`src/rtl/ddr_arb_pkg.sv`:
```
// ============================================================================
// Module  : ddr_arb_pkg
// Brief   : Shared types and sizing helpers for the DDR port arbiter.
// Revision: 1.0 - initial release
// ============================================================================
`default_nettype none

package ddr_arb_pkg;

  localparam int MAX_OUTST_DEF = 8;
  localparam int TAG_MAX_W     = 3;

  // Widest requester tag the arbiter supports (N_REQ up to 8).
  typedef logic [TAG_MAX_W-1:0] tag_t;

  function automatic int req_idx_w(input int n);
    int w;
    w = 1;
    while ((1 << w) < n) w++;
    return w;
  endfunction

endpackage

`default_nettype wire

```
`src/rtl/ddr_tag_fifo.sv`:
```
// ============================================================================
// Module  : ddr_tag_fifo
// Brief   : Synchronous FIFO holding requester tags of reads in flight to DDR.
// Revision: 1.0 - initial release
// ============================================================================
`default_nettype none

module ddr_tag_fifo
  import ddr_arb_pkg::*;
#(
  parameter int DEPTH = MAX_OUTST_DEF,
  parameter int WIDTH = 2
) (
  input  logic                     clk,
  input  logic                     rst,
  input  logic                     push,
  input  logic [WIDTH-1:0]         push_data,
  input  logic                     pop,
  output logic [WIDTH-1:0]         pop_data,
  output logic                     full,
  output logic                     empty,
  output logic [$clog2(DEPTH):0]   count
);

  localparam int PTR_W = $clog2(DEPTH);
  localparam int CNT_W = PTR_W + 1;

  logic [WIDTH-1:0] mem_q [DEPTH];
  logic [PTR_W-1:0] wr_ptr_q, wr_ptr_d;
  logic [PTR_W-1:0] rd_ptr_q, rd_ptr_d;
  logic [CNT_W-1:0] count_q, count_d;
  logic             do_push, do_pop;

  assign full     = (count_q == CNT_W'(DEPTH));
  assign empty    = (count_q == '0);
  assign count    = count_q;
  assign pop_data = mem_q[rd_ptr_q];

  // DEPTH is a power of two, so pointers wrap by natural overflow.
  always_comb begin
    do_push  = push & ~full;
    do_pop   = pop & ~empty;
    wr_ptr_d = wr_ptr_q + PTR_W'(do_push);
    rd_ptr_d = rd_ptr_q + PTR_W'(do_pop);
    count_d  = count_q + CNT_W'(do_push) - CNT_W'(do_pop);
  end

  always_ff @(posedge clk or posedge rst) begin
    if (rst) begin
      wr_ptr_q <= '0;
      rd_ptr_q <= '0;
      count_q  <= '0;
    end else begin
      wr_ptr_q <= wr_ptr_d;
      rd_ptr_q <= rd_ptr_d;
      count_q  <= count_d;
    end
  end

  always_ff @(posedge clk) begin
    if (do_push) mem_q[wr_ptr_q] <= push_data;
  end

endmodule

`default_nettype wire

```
`src/rtl/ddr_port_arbiter.sv`:
```
// ============================================================================
// Module  : ddr_port_arbiter
// Brief   : Round-robin arbiter sharing one DDR port between N_REQ requesters,
//           with in-order read-response routing. Optional macro
//           ARB_PERF_CNT_EN adds per-requester grant and stall counters.
// Revision: 1.0 - initial release
// ============================================================================
`default_nettype none

module ddr_port_arbiter
  import ddr_arb_pkg::*;
#(
  parameter int N_REQ     = 3,
  parameter int ADDR_W    = 32,
  parameter int DATA_W    = 8,
  parameter int MAX_OUTST = MAX_OUTST_DEF
) (
  input  logic                     clk,
  input  logic                     rst,
  input  logic [N_REQ-1:0]         req_valid,
  input  logic [N_REQ-1:0]         req_write,
  input  logic [N_REQ*ADDR_W-1:0]  req_addr,
  input  logic [N_REQ*DATA_W-1:0]  req_wdata,
  output logic [N_REQ-1:0]         req_ready,
  output logic [N_REQ-1:0]         resp_valid,
  output logic [DATA_W-1:0]        resp_rdata,
  output logic                     mem_req_valid,
  output logic                     mem_req_write,
  output logic [ADDR_W-1:0]        mem_req_addr,
  output logic [DATA_W-1:0]        mem_req_wdata,
  input  logic                     mem_resp_valid,
  input  logic [DATA_W-1:0]        mem_resp_rdata,
  output logic                     err_orphan
`ifdef ARB_PERF_CNT_EN
  ,
  output logic [N_REQ*32-1:0]      perf_grants,
  output logic [31:0]              perf_stall
`endif
);

  localparam int               IDX_W   = req_idx_w(N_REQ);
  localparam int               CNT_W   = $clog2(MAX_OUTST) + 1;
  localparam logic [IDX_W:0]   N_REQ_X = (IDX_W+1)'(N_REQ);
  localparam logic [IDX_W-1:0] LAST    = IDX_W'(N_REQ - 1);
  localparam logic [N_REQ-1:0] ONE     = N_REQ'(1);

  logic [ADDR_W-1:0] addr_arr  [N_REQ];
  logic [DATA_W-1:0] wdata_arr [N_REQ];

  for (genvar i = 0; i < N_REQ; i++) begin : g_unpack
    assign addr_arr[i]  = req_addr[i*ADDR_W +: ADDR_W];
    assign wdata_arr[i] = req_wdata[i*DATA_W +: DATA_W];
  end

  logic [IDX_W-1:0]  ptr_q, ptr_d;
  logic              mem_req_valid_q, mem_req_valid_d;
  logic              mem_req_write_q, mem_req_write_d;
  logic [ADDR_W-1:0] mem_req_addr_q, mem_req_addr_d;
  logic [DATA_W-1:0] mem_req_wdata_q, mem_req_wdata_d;
  logic [N_REQ-1:0]  resp_valid_q, resp_valid_d;
  logic [DATA_W-1:0] resp_rdata_q, resp_rdata_d;
  logic              err_orphan_q, err_orphan_d;

  logic [N_REQ-1:0]  eligible;
  logic              read_limit;
  logic              grant;
  logic [IDX_W-1:0]  winner;
  logic [IDX_W:0]    idx_x;
  logic              fifo_push, fifo_pop, fifo_full, fifo_empty;
  logic [IDX_W-1:0]  fifo_head;
  logic [CNT_W-1:0]  fifo_count;
  tag_t              head_tag;

  ddr_tag_fifo #(
    .DEPTH (MAX_OUTST),
    .WIDTH (IDX_W)
  ) u_tag_fifo (
    .clk       (clk),
    .rst       (rst),
    .push      (fifo_push),
    .push_data (winner),
    .pop       (fifo_pop),
    .pop_data  (fifo_head),
    .full      (fifo_full),
    .empty     (fifo_empty),
    .count     (fifo_count)
  );

  // Registered in-flight count only: a pop this cycle frees a slot next cycle.
  assign read_limit = (fifo_count >= CNT_W'(MAX_OUTST));
  assign eligible   = req_valid & (req_write | {N_REQ{~read_limit}});
  assign head_tag   = tag_t'(fifo_head);

  // Scan from highest to lowest offset so the last hit is the first at/after ptr.
  always_comb begin
    grant  = 1'b0;
    winner = '0;
    idx_x  = '0;
    for (int k = N_REQ - 1; k >= 0; k--) begin
      idx_x = {1'b0, ptr_q} + (IDX_W+1)'(k);
      if (idx_x >= N_REQ_X) idx_x = idx_x - N_REQ_X;
      if (eligible[idx_x[IDX_W-1:0]]) begin
        grant  = 1'b1;
        winner = idx_x[IDX_W-1:0];
      end
    end
  end

  always_comb begin
    req_ready       = grant ? (ONE << winner) : '0;
    ptr_d           = ptr_q;
    mem_req_valid_d = grant;
    mem_req_write_d = mem_req_write_q;
    mem_req_addr_d  = mem_req_addr_q;
    mem_req_wdata_d = mem_req_wdata_q;
    fifo_push       = grant & ~req_write[winner] & ~fifo_full;
    fifo_pop        = mem_resp_valid & ~fifo_empty;
    resp_valid_d    = '0;
    resp_rdata_d    = resp_rdata_q;
    err_orphan_d    = err_orphan_q | (mem_resp_valid & fifo_empty);

    if (grant) begin
      ptr_d           = (winner == LAST) ? '0 : winner + IDX_W'(1);
      mem_req_write_d = req_write[winner];
      mem_req_addr_d  = addr_arr[winner];
      mem_req_wdata_d = wdata_arr[winner];
    end

    if (fifo_pop) begin
      resp_valid_d = ONE << head_tag;
      resp_rdata_d = mem_resp_rdata;
    end
  end

  always_ff @(posedge clk or posedge rst) begin
    if (rst) begin
      ptr_q           <= '0;
      mem_req_valid_q <= 1'b0;
      mem_req_write_q <= 1'b0;
      mem_req_addr_q  <= '0;
      mem_req_wdata_q <= '0;
      resp_valid_q    <= '0;
      resp_rdata_q    <= '0;
      err_orphan_q    <= 1'b0;
    end else begin
      ptr_q           <= ptr_d;
      mem_req_valid_q <= mem_req_valid_d;
      mem_req_write_q <= mem_req_write_d;
      mem_req_addr_q  <= mem_req_addr_d;
      mem_req_wdata_q <= mem_req_wdata_d;
      resp_valid_q    <= resp_valid_d;
      resp_rdata_q    <= resp_rdata_d;
      err_orphan_q    <= err_orphan_d;
    end
  end

  assign mem_req_valid = mem_req_valid_q;
  assign mem_req_write = mem_req_write_q;
  assign mem_req_addr  = mem_req_addr_q;
  assign mem_req_wdata = mem_req_wdata_q;
  assign resp_valid    = resp_valid_q;
  assign resp_rdata    = resp_rdata_q;
  assign err_orphan    = err_orphan_q;

`ifdef ARB_PERF_CNT_EN
  for (genvar i = 0; i < N_REQ; i++) begin : g_perf_grant
    logic [31:0] grant_cnt_q, grant_cnt_d;

    always_comb grant_cnt_d = grant_cnt_q + 32'(req_ready[i]);

    always_ff @(posedge clk or posedge rst) begin
      if (rst) grant_cnt_q <= '0;
      else     grant_cnt_q <= grant_cnt_d;
    end

    assign perf_grants[i*32 +: 32] = grant_cnt_q;
  end

  logic [31:0] stall_cnt_q, stall_cnt_d;

  always_comb stall_cnt_d = stall_cnt_q + 32'((|req_valid) & ~grant);

  always_ff @(posedge clk or posedge rst) begin
    if (rst) stall_cnt_q <= '0;
    else     stall_cnt_q <= stall_cnt_d;
  end

  assign perf_stall = stall_cnt_q;
`endif

endmodule

`default_nettype wire
```
`config.mk`:
```
export PLATFORM = sky130hd
export DESIGN_NAME = ddr_port_arbiter
export DESIGN_NICKNAME = d
export VERILOG_FILES = /design/src/rtl/ddr_arb_pkg.sv /design/src/rtl/ddr_tag_fifo.sv /design/src/rtl/ddr_port_arbiter.sv
export SDC_FILE = /design/constraint.sdc
export NUM_CORES = 1
export LEC_CHECK = 0
export CORE_ASPECT_RATIO = 0.6
export CORE_MARGIN = 4
export CORE_UTILIZATION = 46
export DETAILED_ROUTE_END_ITERATION = 7
export PLACE_DENSITY = 0.93
export SLEW_MARGIN = 5
export SYNTH_ARGS = -nofsm -noshare
export SYNTH_HDL_FRONTEND = slang
export SYNTH_HIERARCHICAL = 1
export SYNTH_SLANG_ARGS = --single-unit
```
`constraint.sdc`:
```
create_clock -name clk -period 5.05 [get_ports clk]
set_input_delay 0.505 -clock clk [delete_from_list [all_inputs] [get_ports clk]]
set_output_delay 0.505 -clock clk [all_outputs]
set_load 0.02 [all_outputs]
```
# [Word level (Yosys, flattened, before mapping)]
# Memory sizes are Yosys's and may differ from the RTL's.
# Cells that the tools add are included.
[classes] add_sub_neg=10 eq_ne=2 shift=2 n_bitwise=14 reduce_logical=1 mux=28 order_cmp=9 n_mul=0 n_div=0
[op_table] op="32-bit binary-select mux with 2-bit select" n=1
[op_table] op="32-bit 2-to-1 mux" n=2
[op_table] op="8-bit binary-select mux with 2-bit select" n=1
[op_table] op="8-bit 2-to-1 mux" n=2
[op_table] op="2-bit 2-to-1 mux" n=7
[op_table] op="2-bit by 3-bit < comparator with 1-bit output, second input constant" n=4
[op_table] op="1-bit 2-to-1 mux" n=9
[op_table] op="1-bit binary-select mux with 2-bit select" n=4
[op_table] op="3-bit by 1-bit adder with 3-bit output" n=2
[op_table] op="1-bit bitwise AND" n=6
[op_table] op="3-bit by 2-bit greater-or-equal comparator with 1-bit output, second input constant" n=2
[op_table] op="3-bit 2-to-1 mux" n=2
[op_table] op="1-bit by 2-bit << shifter with 3-bit output, first input constant" n=2
[op_table] op="2-bit subtractor, second input constant" n=3
[op_table] op="4-bit by 1-bit adder with 4-bit output" n=1
[op_table] op="4-bit == test, second input constant" n=1
[op_table] op="4-bit greater-or-equal comparator, second input constant" n=1
[op_table] op="4-bit zero test" n=1
[op_table] op="1-bit inverter" n=4
[op_table] op="4-bit by 1-bit subtractor with 4-bit output" n=1
[op_table] op="2-bit by 1-bit adder with 3-bit output, second input constant" n=1
[op_table] op="2-bit by 2-bit adder with 3-bit output, second input constant" n=1
[op_table] op="3-bit bitwise AND" n=1
[op_table] op="3-bit greater-or-equal comparator, second input constant" n=1
[op_table] op="other kinds (6)" n=6
[word_totals] latchBits=0 word_cells=78 mem_bits_ro=0 ram_bits=16 memories=1 inputBits=137 out_inout_bits=57 reg_bits=66
[mem_list] memory="u_tag_fifo.mem_q" depth=8 width=2 rd=1 rd_ports_with_merged_regs=0 write_ports=1 line_no="ddr_tag_fifo.sv:28" text="logic [WIDTH-1:0] mem_q [DEPTH];"

# [Depth between registers and ports, before layout]
# Gate-level depths: netlist of the first run.
[depth] word_depth=17 mapped_depth=16

# [Modules after synthesis]
# Netlist of the first run, hierarchy kept.
[modules_own_cells] module="ddr_port_arbiter" area_per_inst_um2=3150.5 n_inst=1 cells_each=285 seq_area_each_um2=1401.3
[modules_own_cells] module="ddr_tag_fifo" area_per_inst_um2=1168.6 n_inst=1 cells_each=74 seq_area_each_um2=730.7

# [Worst setup path before layout of the first run]
# No wires, ideal clock.
[synth_timing] path_kind="flip-flop to flip-flop" start="register ptr_q[0]" end="register u_tag_fifo.count_q[2] (netlist: u_tag_fifo/count[2])" arrival_ps=3083 path_buffers=3 path_stages_with_launch=15 path_slack_ps=1844 period_less_slack_ps=3206 path_cell_list="dfrtp_1 inv_1 ha_1 buf_2 maj3_1 a221o_1 buf_6 buf_4 nor3_1 nand2_1 ha_1 inv_1 ha_1 fa_1 xor2_1"
[synth_via] elab_chain_cells=16 word_cells_on_any_way=31 classes_between="add/sub: 7; order compare: 3; mux: 17; bitwise: 4"
[synth_lines] element="from (decl)" line_no="ddr_port_arbiter.sv:55" text="logic [IDX_W-1:0] ptr_q, ptr_d;"
[synth_lines] element="from (signal assigned)" line_no="ddr_port_arbiter.sv:146" text="ptr_q <= ptr_d;"
[synth_lines] element="2-bit by 2-bit adder with 3-bit output" line_no="ddr_port_arbiter.sv:100" text="idx_x = {1'b0, ptr_q} + (IDX_W+1)'(k);"
[synth_lines] element="3-bit by 2-bit greater-or-equal comparator with 1-bit output or 2-bit subtractor (tied branches)" line_no="ddr_port_arbiter.sv:101" text="if (idx_x >= N_REQ_X) idx_x = idx_x - N_REQ_X;"
[synth_lines] element="2-bit 2-to-1 mux" line_no="ddr_port_arbiter.sv:101"
[synth_lines] element="1-bit binary-select mux with 2-bit select" line_no="ddr_port_arbiter.sv:102" text="if (eligible[idx_x[IDX_W-1:0]]) begin"
[synth_lines] element="1-bit 2-to-1 mux (not written as such)" line_no="ddr_port_arbiter.sv:102"
[synth_lines] element="2-bit 2-to-1 mux (3 in series)" line_no="ddr_port_arbiter.sv:102"
[synth_lines] element="1-bit binary-select mux with 2-bit select" line_no="ddr_port_arbiter.sv:116" text="fifo_push = grant & ~req_write[winner] & ~fifo_full;"
[synth_lines] element="1-bit 2-to-1 mux (not written as such)" line_no="ddr_port_arbiter.sv:116"
[synth_lines] element="1-bit inverter" line_no="ddr_port_arbiter.sv:116"
[synth_lines] element="1-bit bitwise AND * (2 in series)" line_no="ddr_port_arbiter.sv:116"
[synth_lines] element="named net fifo_push" line_no="ddr_port_arbiter.sv:69" text="logic fifo_push, fifo_pop, fifo_full, fifo_empty;"
[synth_lines] element="1-bit bitwise AND *" line_no="ddr_tag_fifo.sv:41" text="do_push = push & ~full;"
[synth_lines] element="4-bit by 1-bit adder with 4-bit output *" line_no="ddr_tag_fifo.sv:45" text="count_d = count_q + CNT_W'(do_push) - CNT_W'(do_pop);"
[synth_lines] element="4-bit by 1-bit subtractor with 4-bit output *" line_no="ddr_tag_fifo.sv:45"
[synth_lines] element="named net u_tag_fifo.count_d[2]" line_no="ddr_tag_fifo.sv:31" text="logic [CNT_W-1:0] count_q, count_d;"
[synth_lines] element="to (signal assigned)" line_no="ddr_tag_fifo.sv:56" text="count_q <= count_d;"
[synth_lines] element="to (decl)" line_no="ddr_tag_fifo.sv:31"
# Mark *: on every way through the listed nets, which the timed path passes. The rest lies on a longest branch. The select of a mux whose other input is x is not followed.
# A chain may end at the register's enable or synchronous reset.

# [Final worst setup path of the first run]
[layout_timing] start="register ptr_q[0]" end="register u_tag_fifo.count_q[3] (netlist: u_tag_fifo/count[3])"
# The elaborated chain is that of the path after synthesis.

==> flow_summary.yaml, run 1 <==
floorplanning:
  io_pins: 194
  rows: 27
  die_h_um: 83.06
  core_mm2: 0.009155
  start_util_pct: 47.18
  die-area_mm2: 0.01105
  fp.dieW_um: 133.1
critical_path:
  cp-end-kind: "flip-flop"
  critPathLaunchType: "flip-flop"
  arrival_ns: 4.29
  required_ns: 5.30
  reg2reg_depth: 14
  worst-setup-path-type: "reg2reg"
  critPathMaxFanout: 21
  rrSetupSlack_ns: 1.01
timing:
  finalSetupViolations: 0
  slew_violations: 0
  rsz0062_at_grt: "no"
  worst_pin_slew_ns: 1.089
  fin_tns_setup_ns: 0
  skew_ns: 0.005105
  hold_ws_ns: 0.4558
  final.period_utilization_pct: 79.93
  min_period_ns: 4.036
  maxSlewHeadroom_pct: 27.40
  fmax_ghz: 0.2477
  finalHoldViolations: 0
routing:
  vias: 3870
  drtIter0Drc: 273
  routedWlPerCell_um: 19.11
  routed_via_density: 5.733
  drc: 0
  ant_nets: 0
  dr.pass1.iters: 4
  wirelength_um: 12900
status:
  outcome: "complete, no violations"
synth:
  syn_area_mm2: 0.004319
  yosysWarnings: 6
  synth_edf_count: 16
  synth_cells: 359
  synth_ff_type: "dfrtp_1"
  synth-seq-cells: 82
  yosysUniqueCellTypes: 45
  ys_seq_area_share_pct: 49.36
  synth_nets: 509
  syn_area_per_cell_um2: 12.03
  async_reset_ff_share_pct: 80.49
run:
  maxCapViolCount: 0
placement:
  port_buffers: 193
  place.detailed.hpwl_um: 9741
  gp_congestion: 0.8530
  dp_cells: 659
clock_tree:
  numCtsBuffers: 9
  cts_root_buffer: "clkbuf_16"
  h-tree-depth: 3
  ctsResizeCount: 0
  cts.sinks: 82
  cts_hold_buf: 0
  clockBufferDepth: 2
  worstSkewPairLatency_ns: 0.33
  clk_pin_slew_ns: 0.06
  postCtsSetupRepairBufs: 0
  cts_tree: "yes"
grt:
  antenna_found_initial: 0
  overflow: 0
  grt_pass1_vias: 3960
  grt_max_degree: 50
  grt_usage_pct: 22.70
  grt_pass1_wl_um: 20110
power:
  intPower_mw: 2.411
  swShare_pct: 40.16
  combPwrFrac_pct: 55.5
  pwr-share-seq_pct: 28.8
  p_per_area_mw_per_mm2: 613.9
  clkPwrFrac_pct: 15.7
  p_leak_nw: 2.723
  power_switching_mw: 1.618
  ir_worst_vdd_mv: 0.3855
layout:
  finalNetCount: 690
  area_growth_pct: 51.97
  fill_cells: 605
  diodes: 0
  instances_no_fill: 675
  layout-drive-gt1-share_pct: 7.523
hold_path:
  hold_depth: 1
  worstHoldPathType: "reg2reg"
cells in the mapped netlist, types with 9 or more instances:
cell type / instances / area, um^2
o311ai_1: 16 / 140.1
edfxtp_1: 16 / 480.5
dfrtp_1: 66 / 1652
nand2_1: 28 / 105.1
a22o_1: 24 / 210.2
mux2_2: 12 / 135.1
ha_1: 12 / 150.1
buf_2: 9 / 45.04
a221o_1: 25 / 250.2
inv_1: 29 / 108.9
o2111ai_1: 34 / 297.8
cells by family (layout without fill, tap and decap cells):
kind of cell	after synthesis	count (layout)	share of synthesized area (%)
AO/OA/AOI/OAI	118	118	24.74
flip-flops	82	82	49.36
AND/OR/NAND/NOR	59	59	6.518
buffers and inverters	59	245	7.010
multiplexers	23	23	7.387
adder cells (fa/ha/maj)	14	14	4.171
XOR/XNOR	4	4	0.8110
metrics by stage:
| stage | util [%] | setup WS (ns) | area [um^2] | power (mW) |
|---|---|---|---|---|
| final | 71.70 | 1.014 | 6564 | 4.029 |
| after global routing | 71.70 | 0.7409 | 6564 | 4.280 |
| after CTS | 71.70 | 1.073 | 6564 | 4.051 |
| after detailed placement | 68.46 | 1.096 | 6267 | 3.400 |
| after global placement | 68.46 | 1.232 | 6267 | 3.293 |
| after floorplan | - | 1.844 | 4319 | 2.617 |
metal layers:
layer,share of wire [%],vias up,GRT usage (%)
li1,-,1779,-
met1,41,1883,27.63
met2,48,192,38.90
met3,9.1,16,8.293
met4,1.3,0,4.949
met5,0,-,0
layout make-up:
type	count	area, um^2	share of cell area (%)
timing repair buffer	198	1969	30.00
clock inverter	6	67.56	1.029
inverter	31	118.9	1.811
tap	130	162.7	2.478
sequential	82	2132	32.48
clock buffer	10	229.0	3.488
multi-input combinational	218	1884	28.71
path summary, 6_finish.rpt:
path                                 start                      to
worst max-delay path              ptr_q[0]     u_tag_fifo/count[3]
worst min-delay path            err_orphan              err_orphan
worst max register to register    ptr_q[0]     u_tag_fifo/count[3]
worst min register to register  err_orphan              err_orphan
max in group asynchronous              rst         mem_req_addr[5]
min in group asynchronous              rst  u_tag_fifo/wr_ptr_q[1]
power by group through the flow:
| stage | Sequential [mW] | Clock (mW) | Combinational, mW |
|---|---|---|---|
| 2_1_floorplan | 1.38 | 0 | 1.24 |
| 3_3_place_gp | 1.15 | 0 | 2.14 |
| 3_5_place_dp | 1.17 | 0 | 2.23 |
| 4_1_cts | 1.16 | 0.649 | 2.24 |
| 5_1_grt | 1.20 | 0.677 | 2.40 |
| 6_report | 1.16 | 0.631 | 2.24 |
placed cells by master, fill, tap and decap left out, types with 2 or more instances in the layout:
cell type / count
nand2_1: 28
a21o_1: 4
a221o_1: 25
clkinv_4: 2
nand2b_1: 5
nor3_1: 4
mux2_1: 7
o211a_1: 4
inv_1: 28
edfxtp_1: 16
mux4_1: 4
o2111ai_1: 34
clkinvlp_4: 2
a21oi_1: 3
clkdlybuf4s50_1: 193
ha_1: 12
buf_4: 5
nor2_1: 8
o311ai_1: 16
mux2_2: 12
dfrtp_1: 66
clkbuf_16: 9
a22o_1: 24
nor3b_1: 3
xor2_1: 4
nand3_1: 4
critical path: stages, from the launching register on:
cell and delay [ns]:
dfrtp_1 0.37, inv_1 0.05, ha_1 0.28, inv_1 0.52, nand3_1 0.69, o211a_1 0.36, o311ai_1 0.43, nor3_1 0.14
nand2_1 0.15, ha_1 0.15, inv_1 0.06, ha_1 0.27, a21o_1 0.16, a21oi_1 0.17, xor2_1 0.16
state kept, by name (all words and copies together), names as in the netlist:
signal / count
resp_rdata: 8
u_tag_fifo/count: 4
u_tag_fifo/wr_ptr_q: 3
mem_req_write: 1
resp_valid: 3
u_tag_fifo/rd_ptr_q: 3
ptr_q: 2
mem_req_addr: 32
mem_req_wdata: 8
err_orphan: 1
mem_req_valid: 1
u_tag_fifo/mem_q: 16
(Power assumes the default switching activity.)
==> run 2, diff against run 1 <==
- CORE_UTILIZATION: 46 -> 42
- PLACE_DENSITY: 0.93 -> 0.87
- clock period: 5.05 -> 4.1 ns (I/O delays scaled with it)
==> run 2 against run 1 <==
Against the previous run: register-to-register slack lost 0.35 ns; final cell count grew 1.6%; power grew 24%; core utilization shrank 5.3 points; flip-flop and latch count is the same; critical path type unchanged; largest power group unchanged.
==> flow_summary.yaml, run 2 (synthesis gave the netlist of run 1 again) <==
layout:
  final_common_cell: "clkdlybuf4s50_1"
  multi_input_area_mm2: 0.001884
  layout-drive-gt1-share_pct: 8.711
  fin_area_mm2: 0.006603
  finalNetCount: 696
  layout_common_cells: "193 x clkdlybuf4s50_1, 66 x dfrtp_1, 34 x o2111ai_1, 28 x nand2_1, 28 x inv_1"
  regArea_mm2: 0.002132
  fill_cells: 742
  diodes: 0
  largest_reg_flops: 32
  area_growth_pct: 52.87
timing:
  rsz0062_at_grt: "no"
  min_period_ns: 3.436
  slew_violations: 0
  finalSetupViolations: 0
  worst_pin_slew_ns: 0.6354
  maxSlewHeadroom_pct: 57.58
  skew_ns: 0.007328
  final.period_utilization_pct: 83.81
  finalHoldViolations: 0
  hold_ws_ns: 0.4523
  fin_tns_setup_ns: 0
  fmax_ghz: 0.2910
placement:
  place.detailed.hpwl_um: 10430
  dpl_cell_area_mm2: 0.006319
  gp_congestion: 0.9465
  port_buffers: 193
clock_tree:
  postCtsSetupRepairBufs: 0
  cts_hold_buf: 0
  clockBufferDepth: 2
  cts_root_buffer: "clkbuf_16"
  numCtsBuffers: 9
  cts_tree: "yes"
  h-tree-depth: 3
  clk_pin_slew_ns: 0.07
  cts.sinks: 82
  ctsResizeCount: 0
  worstSkewPairLatency_ns: 0.34
routing:
  routed_via_density: 5.789
  drtIter0Drc: 265
  wirelength_um: 14060
  routedWlPerCell_um: 20.49
  dr.pass1.iters: 5
  ant_nets: 0
  drc: 0
  vias: 3971
critical_path:
  rrSetupSlack_ns: 0.66
  reg2reg_from: "ptr_q[0]"
  arrival_ns: 3.66
  crit_path_cell_trace: "inv_1, ha_1, and2_1, a21oi_4, o211a_4, o311ai_1, nor3_1, nand2_1, ha_1, inv_1, ha_1, fa_1, xor2_1"
  reg2reg_depth: 13
  r2r_end: "u_tag_fifo/count[2]"
  critPathLaunchType: "flip-flop"
  worst-setup-path-type: "reg2reg"
  crit_buf_inv: 2
  max_stage_delay_ns: 0.44
  critPathMaxFanout: 19
  cp-end-kind: "flip-flop"
  required_ns: 4.32
  worst_path_max_delay_cell: "a21oi_4"
  crit_top_cell: "ha_1"
  crit_family: "adder cells"
grt:
  overflow: 0
  grt_pass1_wl_um: 22090
  grt_pass1_vias: 4171
  grt_max_degree: 50
  antenna_found_initial: 0
  grt_usage_pct: 23.11
floorplanning:
  die_h_um: 86.55
  die-area_mm2: 0.01202
  io_pins: 194
  fp.dieW_um: 138.9
  core_mm2: 0.009950
  rows: 28
  start_util_pct: 43.41
run:
  maxCapViolCount: 0
status:
  outcome: "complete, no violations"
hold_path:
  worstHoldPathType: "in2async"
power:
  p_per_area_mw_per_mm2: 759.5
  clkPwrFrac_pct: 15.3
  pwr-share-seq_pct: 28.4
  combPwrFrac_pct: 56.3
  finalPower_mw: 5.014
  p_leak_nw: 2.756
  intPower_mw: 2.952
  swShare_pct: 41.12
  power_switching_mw: 2.062
  ir_worst_vdd_mv: 0.3761
==> run 2: cell types whose count changed in the layout (fill, tap and decap cells not counted), moves of 2 or more <==
cell,change
buf_4,+6
clkinvlp_4,-2
inv_4,+2
inv_6,+2
==> run 2: through the flow <==
stage          worst slack [ns]  instances  util, %
2_1_floorplan            0.8944        359        -
3_3_place_gp             0.7694        670    63.51
3_5_place_dp             0.6175        670    63.51
4_1_cts                  0.7086        686    66.36
5_1_grt                  0.4351        686    66.36
6_report                 0.6637        686    66.36
==> run 2: how the worst max path moves through the flow <==
stage / startpoint / end / slack (ns) / depth (start not counted)
5_1_grt: ptr_q[0] / u_tag_fifo/count[2] / 0.44 / 13
3_3_place_gp: req_write[2] / u_tag_fifo/count[2] / 0.77 / 12
3_5_place_dp: req_write[2] / u_tag_fifo/count[2] / 0.62 / 12
6_report: ptr_q[0] / u_tag_fifo/count[2] / 0.66 / 13
2_1_floorplan: ptr_q[0] / u_tag_fifo/count[2] / 0.89 / 14
4_1_cts: ptr_q[0] / u_tag_fifo/count[2] / 0.71 / 13
==> run 2: cell type report <==
class | instances | share of cell area (%)
clock buffer | 9 | 3.411
clock inverter | 7 | 0.8907
inverter | 31 | 1.800
multi-input combinational | 218 | 28.54
sequential | 82 | 32.29
tap | 135 | 2.558
timing repair buffer | 204 | 30.51
==> run 2: power groups by stage <==
stage / combinational [mW] / sequential (mW) / clock (mW)
2_1_floorplan: 1.53 / 1.70 / 0
3_3_place_gp: 2.69 / 1.42 / 0
3_5_place_dp: 2.80 / 1.44 / 0
4_1_cts: 2.82 / 1.42 / 0.789
5_1_grt: 3.03 / 1.46 / 0.820
6_report: 2.82 / 1.43 / 0.766
==> run 2: worst reg2reg max path: stages, from the launching register on <==
cell      delay, ns
dfrtp_1        0.37
inv_1          0.05
ha_1           0.40
and2_1         0.22
a21oi_4        0.44
o211a_4        0.23
o311ai_1       0.11
nor3_1         0.28
nand2_1        0.13
ha_1           0.30
inv_1          0.04
ha_1           0.21
fa_1           0.39
xor2_1         0.15
==> run 2: layer usage <==
metal	global-route usage, %	vias up	share of wire (%)
met2	37.87	222	47
met4	7.549	0	2.2
li1	-	1788	-
met3	7.111	33	8.0
met1	29.72	1928	43
met5	0	-	0
==> run 3, diff against run 2 <==
- clock period: 4.1 -> 3.3 ns (I/O delays scaled with it)
==> run 3 against run 2 <==
Against the previous run: die area stayed put; highest routed layer unchanged; non-clock buffer count is 11 higher; critical path type unchanged; power is 29% higher.
==> flow_summary.yaml, run 3 (synthesis gave the netlist of run 1 again) <==
status:
  outcome: "complete, no violations"
layout:
  diodes: 0
  layout_common_cells: "193 x clkdlybuf4s50_1, 66 x dfrtp_1, 34 x o2111ai_1, 28 x nand2_1, 27 x inv_1"
  fill_cells: 734
  finalNetCount: 707
  area_growth_pct: 56.03
  final_common_cell: "clkdlybuf4s50_1"
  layout-drive-gt1-share_pct: 10.85
  largest_reg_flops: 32
timing:
  finalHoldViolations: 0
  final.period_utilization_pct: 94.86
  finalSetupViolations: 0
  worst_pin_slew_ns: 0.5633
  slew_violations: 0
  fin_tns_setup_ns: 0
  min_period_ns: 3.130
  skew_ns: 0.01067
  fin_ws_ns: 0.1696
  maxSlewHeadroom_pct: 62.44
  fmax_ghz: 0.3194
  rsz0062_at_grt: "yes"
routing:
  routedWlPerCell_um: 20.16
  vias: 3996
  ant_nets: 0
  wirelength_um: 14050
  dr.pass1.iters: 4
  drc: 0
  routed_via_density: 5.733
  drtIter0Drc: 167
critical_path:
  critPathLaunchType: "flip-flop"
  required_ns: 3.51
  arrival_ns: 3.34
  worst-setup-path-type: "reg2reg"
  critPathMaxFanout: 19
  cp-end-kind: "flip-flop"
clock_tree:
  worstSkewPairLatency_ns: 0.34
  cts_root_buffer: "clkbuf_16"
  clockBufferDepth: 2
  numCtsBuffers: 9
  cts_tree: "yes"
  cts.sinks: 82
  h-tree-depth: 3
  clk_pin_slew_ns: 0.06
  cts_hold_buf: 0
power:
  p_per_area_mw_per_mm2: 957.7
  ir_worst_vdd_mv: 0.4671
  p_leak_nw: 2.826
  finalPower_mw: 6.454
run:
  maxCapViolCount: 0
placement:
  port_buffers: 193
  place.detailed.hpwl_um: 10280
  post-place-ws_ns: 0.2003
  gp_congestion: 0.9695
floorplanning:
  die_h_um: 86.55
  rows: 28
  start_util_pct: 43.41
  fp.dieW_um: 138.9
  io_pins: 194
  die-area_mm2: 0.01202
  core_mm2: 0.009950
grt:
  grt_pass1_vias: 4204
  grt_pass1_wl_um: 22160
  grt_usage_pct: 23.08
  overflow: 0
  grt_max_degree: 50
  antenna_found_initial: 0
hold_path:
  worstHoldPathType: "in2async"
## run 3: cell count changes in the layout (fill, tap and decap cells not counted), moves of 2 or more
cell and change:
clkinv_4 -2, buf_4 +11, inv_6 +2, inv_4 -2
## run 3: cell type report
cell class / count / area, um^2 / share of cell area (%)
sequential: 82 / 2132 / 31.64
timing repair buffer: 215 / 2097 / 31.12
multi-input combinational: 218 / 1892 / 28.07
clock buffer: 10 / 250.2 / 3.713
tap: 135 / 168.9 / 2.506
inverter: 31 / 122.6 / 1.820
clock inverter: 6 / 76.32 / 1.133
## run 3: stage by stage
| stage | hold WS, ns | util (%) | area, um^2 | cells |
|---|---|---|---|---|
| 4_1_cts | 0.3374 | 67.39 | 6705 | 694 |
| 3_5_place_dp | 0.4694 | 64.11 | 6379 | 678 |
| 2_1_floorplan | 0.1702 | - | 4319 | 359 |
| 6_report | 0.3291 | 67.73 | 6739 | 697 |
| 3_3_place_gp | 0.4393 | 64.11 | 6379 | 678 |
| 5_1_grt | 0.3775 | 67.73 | 6739 | 697 |
## run 3: final timing paths
| kind | startpoint | end | slack (ns) | cells past startpoint |
|---|---|---|---|---|
| worst min register to register | err_orphan | err_orphan | 0.48 | 1 |
| max in group asynchronous | rst | mem_req_addr[8] | 2.33 | 3 |
| min in group clk | err_orphan | err_orphan | 0.48 | 1 |
| worst min-delay path | rst | mem_req_addr[14] | 0.33 | 2 |
| worst max-delay path | ptr_q[0] | u_tag_fifo/count[2] | 0.17 | 13 |
| worst max register to register | ptr_q[0] | u_tag_fifo/count[2] | 0.17 | 13 |
## run 3: what timing repair did
item / CTS / global route
setup buffers: 0 / 3
resized for setup: 0 / 2
setup endpoints to repair: 0 / 2
## run 3: routing by layer
metal	track usage, %	share of wire [%]	vias to the layer above
li1	-	-	1811
met1	31.09	44	1960
met2	36.94	47	197
met3	6.615	7.3	28
met4	6.572	1.6	0
met5	0	0	-
## run 3: report_power, final
part           total (mW)  internal, mW  switching (mW)
Clock                1.09         0.649           0.436
Sequential           1.77          1.50           0.268
Combinational        3.60          1.71            1.89
## run 3: worst max-delay path: stages (launching register included)
cell and delay [ns]:
dfrtp_1 0.38, inv_1 0.06, ha_1 0.30, or2_4 0.30, buf_4 0.21, o2111ai_1 0.24
o311ai_2 0.15, nor3_1 0.20, nand2_1 0.11, ha_1 0.29, inv_1 0.04, ha_1 0.20
fa_1 0.38, xor2_1 0.16
